## config.mk

```make
export PLATFORM = sky130hd
export DESIGN_NAME = uart_tx_arbiter_flat
export DESIGN_NICKNAME = d
export VERILOG_FILES = /design/src/rtl/uart_tx_arbiter_if.sv /design/src/rtl/uart_tx_arbiter.sv /design/src/flat_wrapper.sv
export SDC_FILE = /design/constraint.sdc
export NUM_CORES = 1
export LEC_CHECK = 0
export ABC_AREA = 1
export CAP_MARGIN = 20
export CORE_ASPECT_RATIO = 0.5
export CORE_MARGIN = 2
export CORE_UTILIZATION = 45
export CTS_CLUSTER_DIAMETER = 150
export DETAILED_ROUTE_END_ITERATION = 7
export GPL_TIMING_DRIVEN = 0
export HOLD_SLACK_MARGIN = 0.02
export PLACE_DENSITY = 0.74
export SLEW_MARGIN = 20
export SYNTH_ARGS = -nofsm -noshare
export SYNTH_HDL_FRONTEND = slang
export SYNTH_SLANG_ARGS = --single-unit
```

## constraint.sdc

```tcl
create_clock -name clk -period 1.79 [get_ports clk]
set_input_delay 0.537 -clock clk [delete_from_list [all_inputs] [get_ports clk]]
set_output_delay 0.537 -clock clk [all_outputs]
set_load 0.02 [all_outputs]
```

## src/rtl/uart_tx_arbiter_if.sv

```systemverilog
// Requester and UART-side signals of the shared transmitter arbiter.
// slave = arbiter view; master = requesters plus UART completion.
interface uart_tx_arbiter_if #(
  parameter int N = 4
);
  localparam int GW = (N > 1) ? $clog2(N) : 1;

  logic [N-1:0]   req;
  logic [8*N-1:0] req_data;
  logic [N-1:0]   ack;
  logic           err;
  logic [GW-1:0]  grant_id;
  logic           busy;
  logic           uart_start;
  logic [7:0]     uart_txin;
  logic           uart_txdone;

  modport master (
    output req, req_data, uart_txdone,
    input  ack, err, grant_id, busy, uart_start, uart_txin
  );

  modport slave (
    input  req, req_data, uart_txdone,
    output ack, err, grant_id, busy, uart_start, uart_txin
  );
endinterface

```

## src/rtl/uart_tx_arbiter.sv

```systemverilog
// Round-robin arbiter sharing one UART transmitter among N byte requesters,
// with an inter-frame gap and a per-frame watchdog that aborts stuck frames.
module uart_tx_arbiter #(
  parameter int N          = 4,
  parameter int GAP_CYCLES = 2,
  parameter int TIMEOUT    = 200000
) (
  input  logic              clk,
  input  logic              rst,
  uart_tx_arbiter_if.slave  bus
);
  localparam int GW  = (N > 1) ? $clog2(N) : 1;
  localparam int WDW = $clog2(TIMEOUT);
  localparam int GPW = $clog2(GAP_CYCLES + 1);
  localparam logic [WDW-1:0] WD_MAX   = WDW'(TIMEOUT - 1);
  localparam logic [GPW-1:0] GAP_LOAD = GPW'(GAP_CYCLES - 1);

  typedef enum logic [1:0] {IDLE, WAIT, GAP} state_t;

  state_t         state_reg, state_next;
  logic [GW-1:0]  grant_id_reg, grant_id_next;
  logic [GW-1:0]  last_reg, last_next;
  logic [7:0]     txin_reg, txin_next;
  logic           start_reg, start_next;
  logic [N-1:0]   ack_reg, ack_next;
  logic           err_reg, err_next;
  logic           busy_reg, busy_next;
  logic           txdone_q;
  logic [WDW-1:0] wd_reg, wd_next;
  logic [GPW-1:0] gap_reg, gap_next;
  logic           done_hit_reg, done_hit_next;
  logic           to_hit_reg, to_hit_next;

  logic [7:0]     data_byte [N];
  logic           win_found;
  logic [GW-1:0]  win_id;
  logic           rise;
  logic           do_grant;
  int             idx;

  generate
    for (genvar gi = 0; gi < N; gi++) begin : g_bytes
      assign data_byte[gi] = bus.req_data[8*gi +: 8];
    end
  endgenerate

  // Scan offsets from N down to 1 so the nearest requester after last wins.
  always_comb begin
    win_found = 1'b0;
    win_id    = '0;
    idx       = 0;
    for (int k = N; k >= 1; k--) begin
      idx = (int'(last_reg) + k) % N;
      if (bus.req[idx[GW-1:0]]) begin
        win_found = 1'b1;
        win_id    = idx[GW-1:0];
      end
    end
  end

  always_comb begin
    state_next    = state_reg;
    grant_id_next = grant_id_reg;
    last_next     = last_reg;
    txin_next     = txin_reg;
    start_next    = start_reg;
    ack_next      = '0;
    err_next      = 1'b0;
    wd_next       = wd_reg;
    gap_next      = gap_reg;
    done_hit_next = 1'b0;
    to_hit_next   = 1'b0;
    do_grant      = 1'b0;
    rise          = bus.uart_txdone & ~txdone_q;

    case (state_reg)
      IDLE: begin
        if (win_found) do_grant = 1'b1;
      end
      WAIT: begin
        start_next = 1'b1;
        if (wd_reg != WD_MAX) wd_next = wd_reg + WDW'(1);
        // Completion and timeout are captured one edge, then acted on the next.
        if (done_hit_reg || to_hit_reg) begin
          if (done_hit_reg) ack_next[grant_id_reg] = 1'b1;
          else              err_next = 1'b1;
          start_next = 1'b0;
          last_next  = grant_id_reg;
          gap_next   = GAP_LOAD;
          state_next = GAP;
        end else begin
          done_hit_next = rise;
          to_hit_next   = (wd_reg == WD_MAX) & ~rise;
        end
      end
      GAP: begin
        // Last gap cycle arbitrates directly so start stays low exactly GAP_CYCLES.
        if (gap_reg == '0) begin
          if (win_found) do_grant = 1'b1;
          else           state_next = IDLE;
        end else begin
          gap_next = gap_reg - GPW'(1);
        end
      end
      default: state_next = IDLE;
    endcase

    if (do_grant) begin
      state_next    = WAIT;
      grant_id_next = win_id;
      txin_next     = data_byte[win_id];
      start_next    = 1'b1;
      wd_next       = '0;
    end
    busy_next = (state_next != IDLE);
  end

  always_ff @(posedge clk or posedge rst) begin
    if (rst) begin
      state_reg    <= IDLE;
      grant_id_reg <= '0;
      last_reg     <= GW'(N - 1);
      txin_reg     <= '0;
      start_reg    <= 1'b0;
      ack_reg      <= '0;
      err_reg      <= 1'b0;
      busy_reg     <= 1'b0;
      txdone_q     <= 1'b0;
      wd_reg       <= '0;
      gap_reg      <= '0;
      done_hit_reg <= 1'b0;
      to_hit_reg   <= 1'b0;
    end else begin
      state_reg    <= state_next;
      grant_id_reg <= grant_id_next;
      last_reg     <= last_next;
      txin_reg     <= txin_next;
      start_reg    <= start_next;
      ack_reg      <= ack_next;
      err_reg      <= err_next;
      busy_reg     <= busy_next;
      txdone_q     <= bus.uart_txdone;
      wd_reg       <= wd_next;
      gap_reg      <= gap_next;
      done_hit_reg <= done_hit_next;
      to_hit_reg   <= to_hit_next;
    end
  end

  assign bus.ack        = ack_reg;
  assign bus.err        = err_reg;
  assign bus.grant_id   = grant_id_reg;
  assign bus.busy       = busy_reg;
  assign bus.uart_start = start_reg;
  assign bus.uart_txin  = txin_reg;
endmodule

```

## src/flat_wrapper.sv

```systemverilog
// flat-port wrapper written by rule: the top's interface ports become plain ports
module uart_tx_arbiter_flat 
#(
  parameter int N          = 4,
  parameter int GAP_CYCLES = 2,
  parameter int TIMEOUT    = 200000
)
  (clk, rst, bus_req, bus_req_data, bus_uart_txdone, bus_ack, bus_err, bus_grant_id, bus_busy, bus_uart_start, bus_uart_txin);
  uart_tx_arbiter_if #(.N(N)) bus_i ();
  input  logic clk;
  input  logic rst;
  input wire logic [$bits(bus_i.req)-1:0] bus_req;
  input wire logic [$bits(bus_i.req_data)-1:0] bus_req_data;
  input wire logic [$bits(bus_i.uart_txdone)-1:0] bus_uart_txdone;
  output wire logic [$bits(bus_i.ack)-1:0] bus_ack;
  output wire logic [$bits(bus_i.err)-1:0] bus_err;
  output wire logic [$bits(bus_i.grant_id)-1:0] bus_grant_id;
  output wire logic [$bits(bus_i.busy)-1:0] bus_busy;
  output wire logic [$bits(bus_i.uart_start)-1:0] bus_uart_start;
  output wire logic [$bits(bus_i.uart_txin)-1:0] bus_uart_txin;
  assign bus_i.req = bus_req;
  assign bus_i.req_data = bus_req_data;
  assign bus_i.uart_txdone = bus_uart_txdone;
  assign bus_ack = bus_i.ack;
  assign bus_err = bus_i.err;
  assign bus_grant_id = bus_i.grant_id;
  assign bus_busy = bus_i.busy;
  assign bus_uart_start = bus_i.uart_start;
  assign bus_uart_txin = bus_i.uart_txin;
  uart_tx_arbiter #(.N(N), .GAP_CYCLES(GAP_CYCLES), .TIMEOUT(TIMEOUT)) u_core (.clk(clk), .rst(rst), .bus(bus_i));
endmodule
```

# Word level (Yosys, flattened, before mapping)
# Index checks and enable logic that the tools add are counted.
# W data, S select, Z words.
# totals
ff_bits,44
out_inout_bits,17
wordCells,96
# classes
n_mux,48
eq_ne,6
add_sub_neg,6
magnitude_cmp,7
n_reduce_logical,11
n_bitwise,5
# ops
op,count
$mux W18,3
$mux W1,21
$mux W2,10
$add A18 B1 Y18 const B,1
$eq A18 B18 Y1 const B,1
$ne A18 B18 Y1 const B,1
$bmux W8 S2,1
$mux W8,2
$lt A2 B3 Y1 const B,5
$mux W4,3
$bmux W1 S2,4
$reduce_bool A2 Y1,4
$pmux W2 S3,1
$add A2 B1 Y2 const B,2
$add A2 B2 Y2 const B,2
$logic_not A2 Y1,2
$pmux W2 S2,1
$reduce_and A2 Y1,2
$ge A3 B3 Y1 const B,1
$not A2 Y3,1
$reduce_and A3 Y1,1
$and A1 B1 Y1,2
$demux W1 S2,1
$eq A2 B1 Y1 const B,1
9 further kinds,10

# Logic depth before layout (Yosys ltp)
# Gate-level depths: netlist of run 1.
# logic_depth
word_depth,12
depth_mapped,16

# Least setup slack after synthesis of run 1
# No wires, ideal clock.
# synth_timing
path_kind,reg2reg
start,reg u_core.last_reg[0]
end,reg u_core.txin_reg[7] (netlist: u_core.bus.uart_txin[7])
arrival_time_ns,1.635
stages_incl_launch_ff,13
setup_time_ns,0.130
setup_slack_ns,0.025
cell_sequence,dfstp_2 buf_6 inv_6 nand2_2 nand2_2 and2_4 nor2_4 nand3_4 nand2_4 buf_4 nand2_1 o211ai_1 nand3_1
# synth_between
elab_chain_len,11
word_cells_on_any_way,27
classes_between,add/sub (4); mux (22); bitwise (1)
# synth_rtl
item,line_no,source
start: declaration,uart_tx_arbiter.sv:22,"logic [GW-1:0] last_reg, last_next;"
start signal: assignment,uart_tx_arbiter.sv:122,last_reg <= GW'(N - 1);
start signal: assignment,uart_tx_arbiter.sv:136,last_reg <= last_next;
$add A2 B1 Y2,uart_tx_arbiter.sv:53,idx = (int'(last_reg) + k) % N;
$bmux W1 S2,uart_tx_arbiter.sv:54,if (bus.req[idx[GW-1:0]]) begin
$mux W1 (implied by the code),uart_tx_arbiter.sv:54,
$mux W2 (4 in a row),uart_tx_arbiter.sv:54,
$not A2 Y3 (implied by the code),uart_tx_arbiter.sv:111,txin_next = data_byte[win_id];
$bmux W8 S2,uart_tx_arbiter.sv:111,
$mux W8 (implied by the code) (2 in a row),uart_tx_arbiter.sv:111,
end signal: assignment,uart_tx_arbiter.sv:137,txin_reg <= txin_next;
end: declaration,uart_tx_arbiter.sv:23,"logic [7:0] txin_reg, txin_next;"
# Parallel ways exist; a longest one is shown, timed or not. The select of a mux whose other input is x is not followed.
# A chain may end at the register's enable or synchronous reset.

# Worst setup path after layout of run 1
# layout_timing
start,reg u_core.last_reg[0]
end,reg u_core.wd_reg[6]
# layout_between
elab_chain_len,12
word_cells_on_any_way,23
classes_between,add/sub (4); mux (16); reduce/logical (3)
# layout_rtl
item,line_no,source
$add A2 B1 Y2,uart_tx_arbiter.sv:53,
$bmux W1 S2,uart_tx_arbiter.sv:54,
$mux W1 (implied by the code),uart_tx_arbiter.sv:54,
$mux W1 (3 in a row),uart_tx_arbiter.sv:54,
$mux W1 (*),uart_tx_arbiter.sv:54,
$mux W1 (*),"uart_tx_arbiter.sv:78, uart_tx_arbiter.sv:99",
$mux W1,uart_tx_arbiter.sv:98,if (gap_reg == '0) begin
$pmux W1 S2 (*),uart_tx_arbiter.sv:76,case (state_reg)
$reduce_bool A2 Y1 (no source line),n/a,
$reduce_and A2 Y1 (no source line),n/a,
end signal: assignment,uart_tx_arbiter.sv:143,wd_reg <= wd_next;
end: declaration,uart_tx_arbiter.sv:29,"logic [WDW-1:0] wd_reg, wd_next;"
# Mark *: on every way between the ends. The rest lies on a longest branch, timed or not. The select of a mux whose other input is x is not followed.

==> flow_metrics.env, run 1 <==
export IMPL_yosysWarnings=0
export IMPL_gp_congestion=0.9077
export IMPL_syn_cell_area_sq_mm=0.002781
export IMPL_cts_buffer_depth=2
export IMPL_violations="setup timing"
export IMPL_grt_overflow=0
export IMPL_fmaxAchievable_ghz=0.5266
export IMPL_synth_edff_count=0
export IMPL_grt_pass1_vias=2605
export IMPL_initialDrtViolationCount=162
export IMPL_pre_cts_ws_ns=-0.6474
export IMPL_drive_gt1_share_pct=18.84
export IMPL_synth_avg_cell_area_sq_um=7.281
export IMPL_firstDrtPassIters=4
export IMPL_hpwl_um=4898
export IMPL_io_buffer_count=55
export IMPL_fp_row_count=20
export IMPL_cts_tree="built"
export IMPL_synth_top_family_by_area="simple AND/OR/NAND/NOR gates"
export IMPL_drt_wl_total_um=7385
export IMPL_layout_commonest_cell="nand2_1"
export IMPL_vias=2757
export IMPL_setup_violations=25
export IMPL_synth_compound_area_share_pct=5.713
export IMPL_placement_cell_area_sq_mm=0.003462
export IMPL_leakagePower_nw=2.064
export IMPL_finalHoldViolCount=0
export IMPL_maxSlewViolCount=0
export IMPL_grt_use_total_pct=22.34
export IMPL_detail_route_antenna_nets=0
export IMPL_synthToLayoutAreaGrowth_pct=43.81
export IMPL_status="complete, but fails checks"
export IMPL_grt_pass1_wl_um=11840
export IMPL_power_total_mw=7.046
export IMPL_dieArea_sq_mm=0.006864
export IMPL_numCtsBuffers=5
export IMPL_cts_root_buf="clkbuf_16"
export IMPL_cp_required_ns=1.97
export IMPL_synth_fa_ha_area_share_pct=2.699
export IMPL_design_area_sq_mm=0.004000
export IMPL_tns_ns=-2.027
export IMPL_largest_reg_flops=18
export IMPL_synth_async_reset_ratio_pct=100.0
export IMPL_worst_pin_slew_ns=0.4844
export IMPL_synthFlopType="dfrtp_1"
export IMPL_grt_start_max_net_pins=34
export IMPL_synth_xor_area_share_pct=4.408
export IMPL_wl_per_cell_um=13.31
export IMPL_synth_fp_nets=427
export IMPL_irDropWorstVdd_mv=1.222
export IMPL_route_detailed_drc=0
export IMPL_fillers=503
export IMPL_final_cell_mix="113 x nand2_1, 50 x inv_1, 42 x nand3_1, 42 x dfrtp_1, 40 x clkdlybuf4s50_1"
export IMPL_hold_path_class="reg -> reg"
export IMPL_period_share_pct=106.1
export IMPL_critPathMaxFanout=6
export IMPL_yosysSeqAreaShare_pct=39.68
export IMPL_slew_headroom_pct=67.41
export IMPL_maxCapViolCount=0
export IMPL_ys_ff_latch=44
export IMPL_die_w_um=115.2
export IMPL_cts_max_level=2
export IMPL_antenna_cells=0
export IMPL_worst_setup_path_type="reg -> reg"
export IMPL_synth_simple_gate_area_share_pct=36.93
export IMPL_clk_insertion_delay_late_ns=0.28
export IMPL_antenna_found_initial=0
export IMPL_r2r_cells=12
export IMPL_start_util_pct=46.12
export IMPL_viasPerCell=4.968
export IMPL_cts_reportedPaths_clkPinSlew_ns=0.06
export IMPL_fin_nets=511
export IMPL_fin_ws_ns=-0.1089
export IMPL_fin_crit_ns=1.899
export IMPL_io_pins=56
export IMPL_cp_arrival_ns=2.08
export IMPL_cts_sinks=44
export IMPL_synth_mux_area_share_pct=0
export IMPL_rsz0062_at_grt="yes"
export IMPL_powerDensity_mw_per_mm2=1761
export IMPL_timing_hold_ws_ns=0.4317
export IMPL_cp_start_kind="register"
export IMPL_hold_path_cell_count=1
export IMPL_synth_cell_types=34
export IMPL_syn_inst=382
export IMPL_coreArea_sq_mm=0.006031
export IMPL_worst_clock_skew_ns=0.003904
export IMPL_end_kind="register"
export IMPL_die_h_um=59.59
-- worst paths after layout --
path,from,end,slack [ns]
setup / recovery,u_core.last_reg[0]$_DFFE_PP1P_,u_core.wd_reg[6]$_DFFE_PP0P_,-0.11
min in group asynchronous,rst,u_core.wd_reg[0]$_DFFE_PP0P_,0.50
setup reg to reg,u_core.last_reg[0]$_DFFE_PP1P_,u_core.wd_reg[6]$_DFFE_PP0P_,-0.11
hold reg to reg,u_core.txdone_q$_DFF_PP0_,u_core.done_hit_reg$_DFF_PP0_,0.43
max in group asynchronous,rst,u_core.last_reg[1]$_DFFE_PP1P_,0.76
hold / removal,u_core.txdone_q$_DFF_PP0_,u_core.done_hit_reg$_DFF_PP0_,0.43
-- power breakdown --
group / internal (mW) / leakage, nW / switching, mW
logic: 1.97 / 1.42 / 2.68
registers: 1.26 / 0.570 / 0.176
clock network: 0.594 / 0.0772 / 0.361
total: 3.82 / 2.06 / 3.22
-- cells by family (layout without fill, tap and decap cells) --
kind of cell / count (synthesis) / in the layout
compound gates: 24 / 24
xor+xnor: 14 / 14
fa+ha+maj: 6 / 6
buf+inv: 66 / 151
flops: 44 / 44
simple gates: 228 / 228
-- critical path, cell delays in order, from the launching register on --
cell and delay (ns):
dfstp_2 0.54, buf_6 0.13, nand2_1 0.09, nand2_2 0.09, and2_4 0.18, nand2_4 0.06, o21ai_4 0.09, inv_4 0.07
o21ai_4 0.09, nand2_4 0.13, buf_6 0.15, a21oi_2 0.11, nor2_1 0.04
-- Yosys cell counts (2+ instances only) --
| library cell | n | area share [%] |
|---|---|---|
| a21oi_1 | 2 | 0.36 |
| a31oi_1 | 2 | 0.45 |
| buf_4 | 2 | 0.54 |
| buf_6 | 4 | 1.6 |
| dfrtp_1 | 42 | 38 |
| dfstp_2 | 2 | 1.9 |
| ha_1 | 6 | 2.7 |
| inv_1 | 53 | 7.2 |
| inv_2 | 2 | 0.27 |
| nand2_1 | 124 | 17 |
| nand2_2 | 6 | 1.3 |
| nand2_4 | 3 | 1.2 |
| nand3_1 | 51 | 9.2 |
| nand4_1 | 2 | 0.45 |
| nor2_1 | 22 | 3.0 |
| nor3_1 | 3 | 0.54 |
| nor4_1 | 11 | 2.5 |
| o211ai_1 | 4 | 1.1 |
| o21ai_0 | 8 | 1.4 |
| o21ai_1 | 4 | 0.72 |
| o21ai_4 | 2 | 1.2 |
| or2_1 | 3 | 0.67 |
| xnor2_1 | 6 | 1.9 |
| xor2_1 | 8 | 2.5 |
-- stage by stage --
stage	cells	util (%)
2_1_floorplan	382	-
3_3_place_gp	525	57.07
3_5_place_dp	526	57.41
4_1_cts	552	64.50
5_1_grt	555	66.33
6_report	555	66.33
-- metal layers --
layer	wire length, um	global-route usage (%)	vias to the layer above
li1	-	-	1385
met1	3306	28.89	1294
met2	3671	38.74	63
met3	275	4.090	15
met4	132	7.057	0
met5	0	0	-
-- area by class of cell --
type | instances | area, sq um | share of cell area, %
Clock buffer | 8 | 156.4 | 3.910
Inverter | 57 | 229.0 | 5.724
Timing Repair Buffer | 77 | 767.0 | 19.17
Tap cell | 88 | 110.1 | 2.753
Multi-Input combinational cell | 272 | 1538 | 38.44
Sequential cell | 44 | 1104 | 27.59
Buffer | 9 | 96.34 | 2.409
-- repair_timing --
action                                  CTS  global route
setup buffers                            13             3
endpoints found under the setup margin   35            38
cloned                                    5             0
gates resized for setup                  51            26
hold buffers                              0             0
pin swaps                                20             9
(Power assumes the default switching activity.)
==> inputs of run 2 (changes only) <==
GPL_ROUTABILITY_DRIVEN = 0   (was not set)
==> results of run 2 <==
Same layout as run 1: the final DEF is identical, and so are final timing and power.
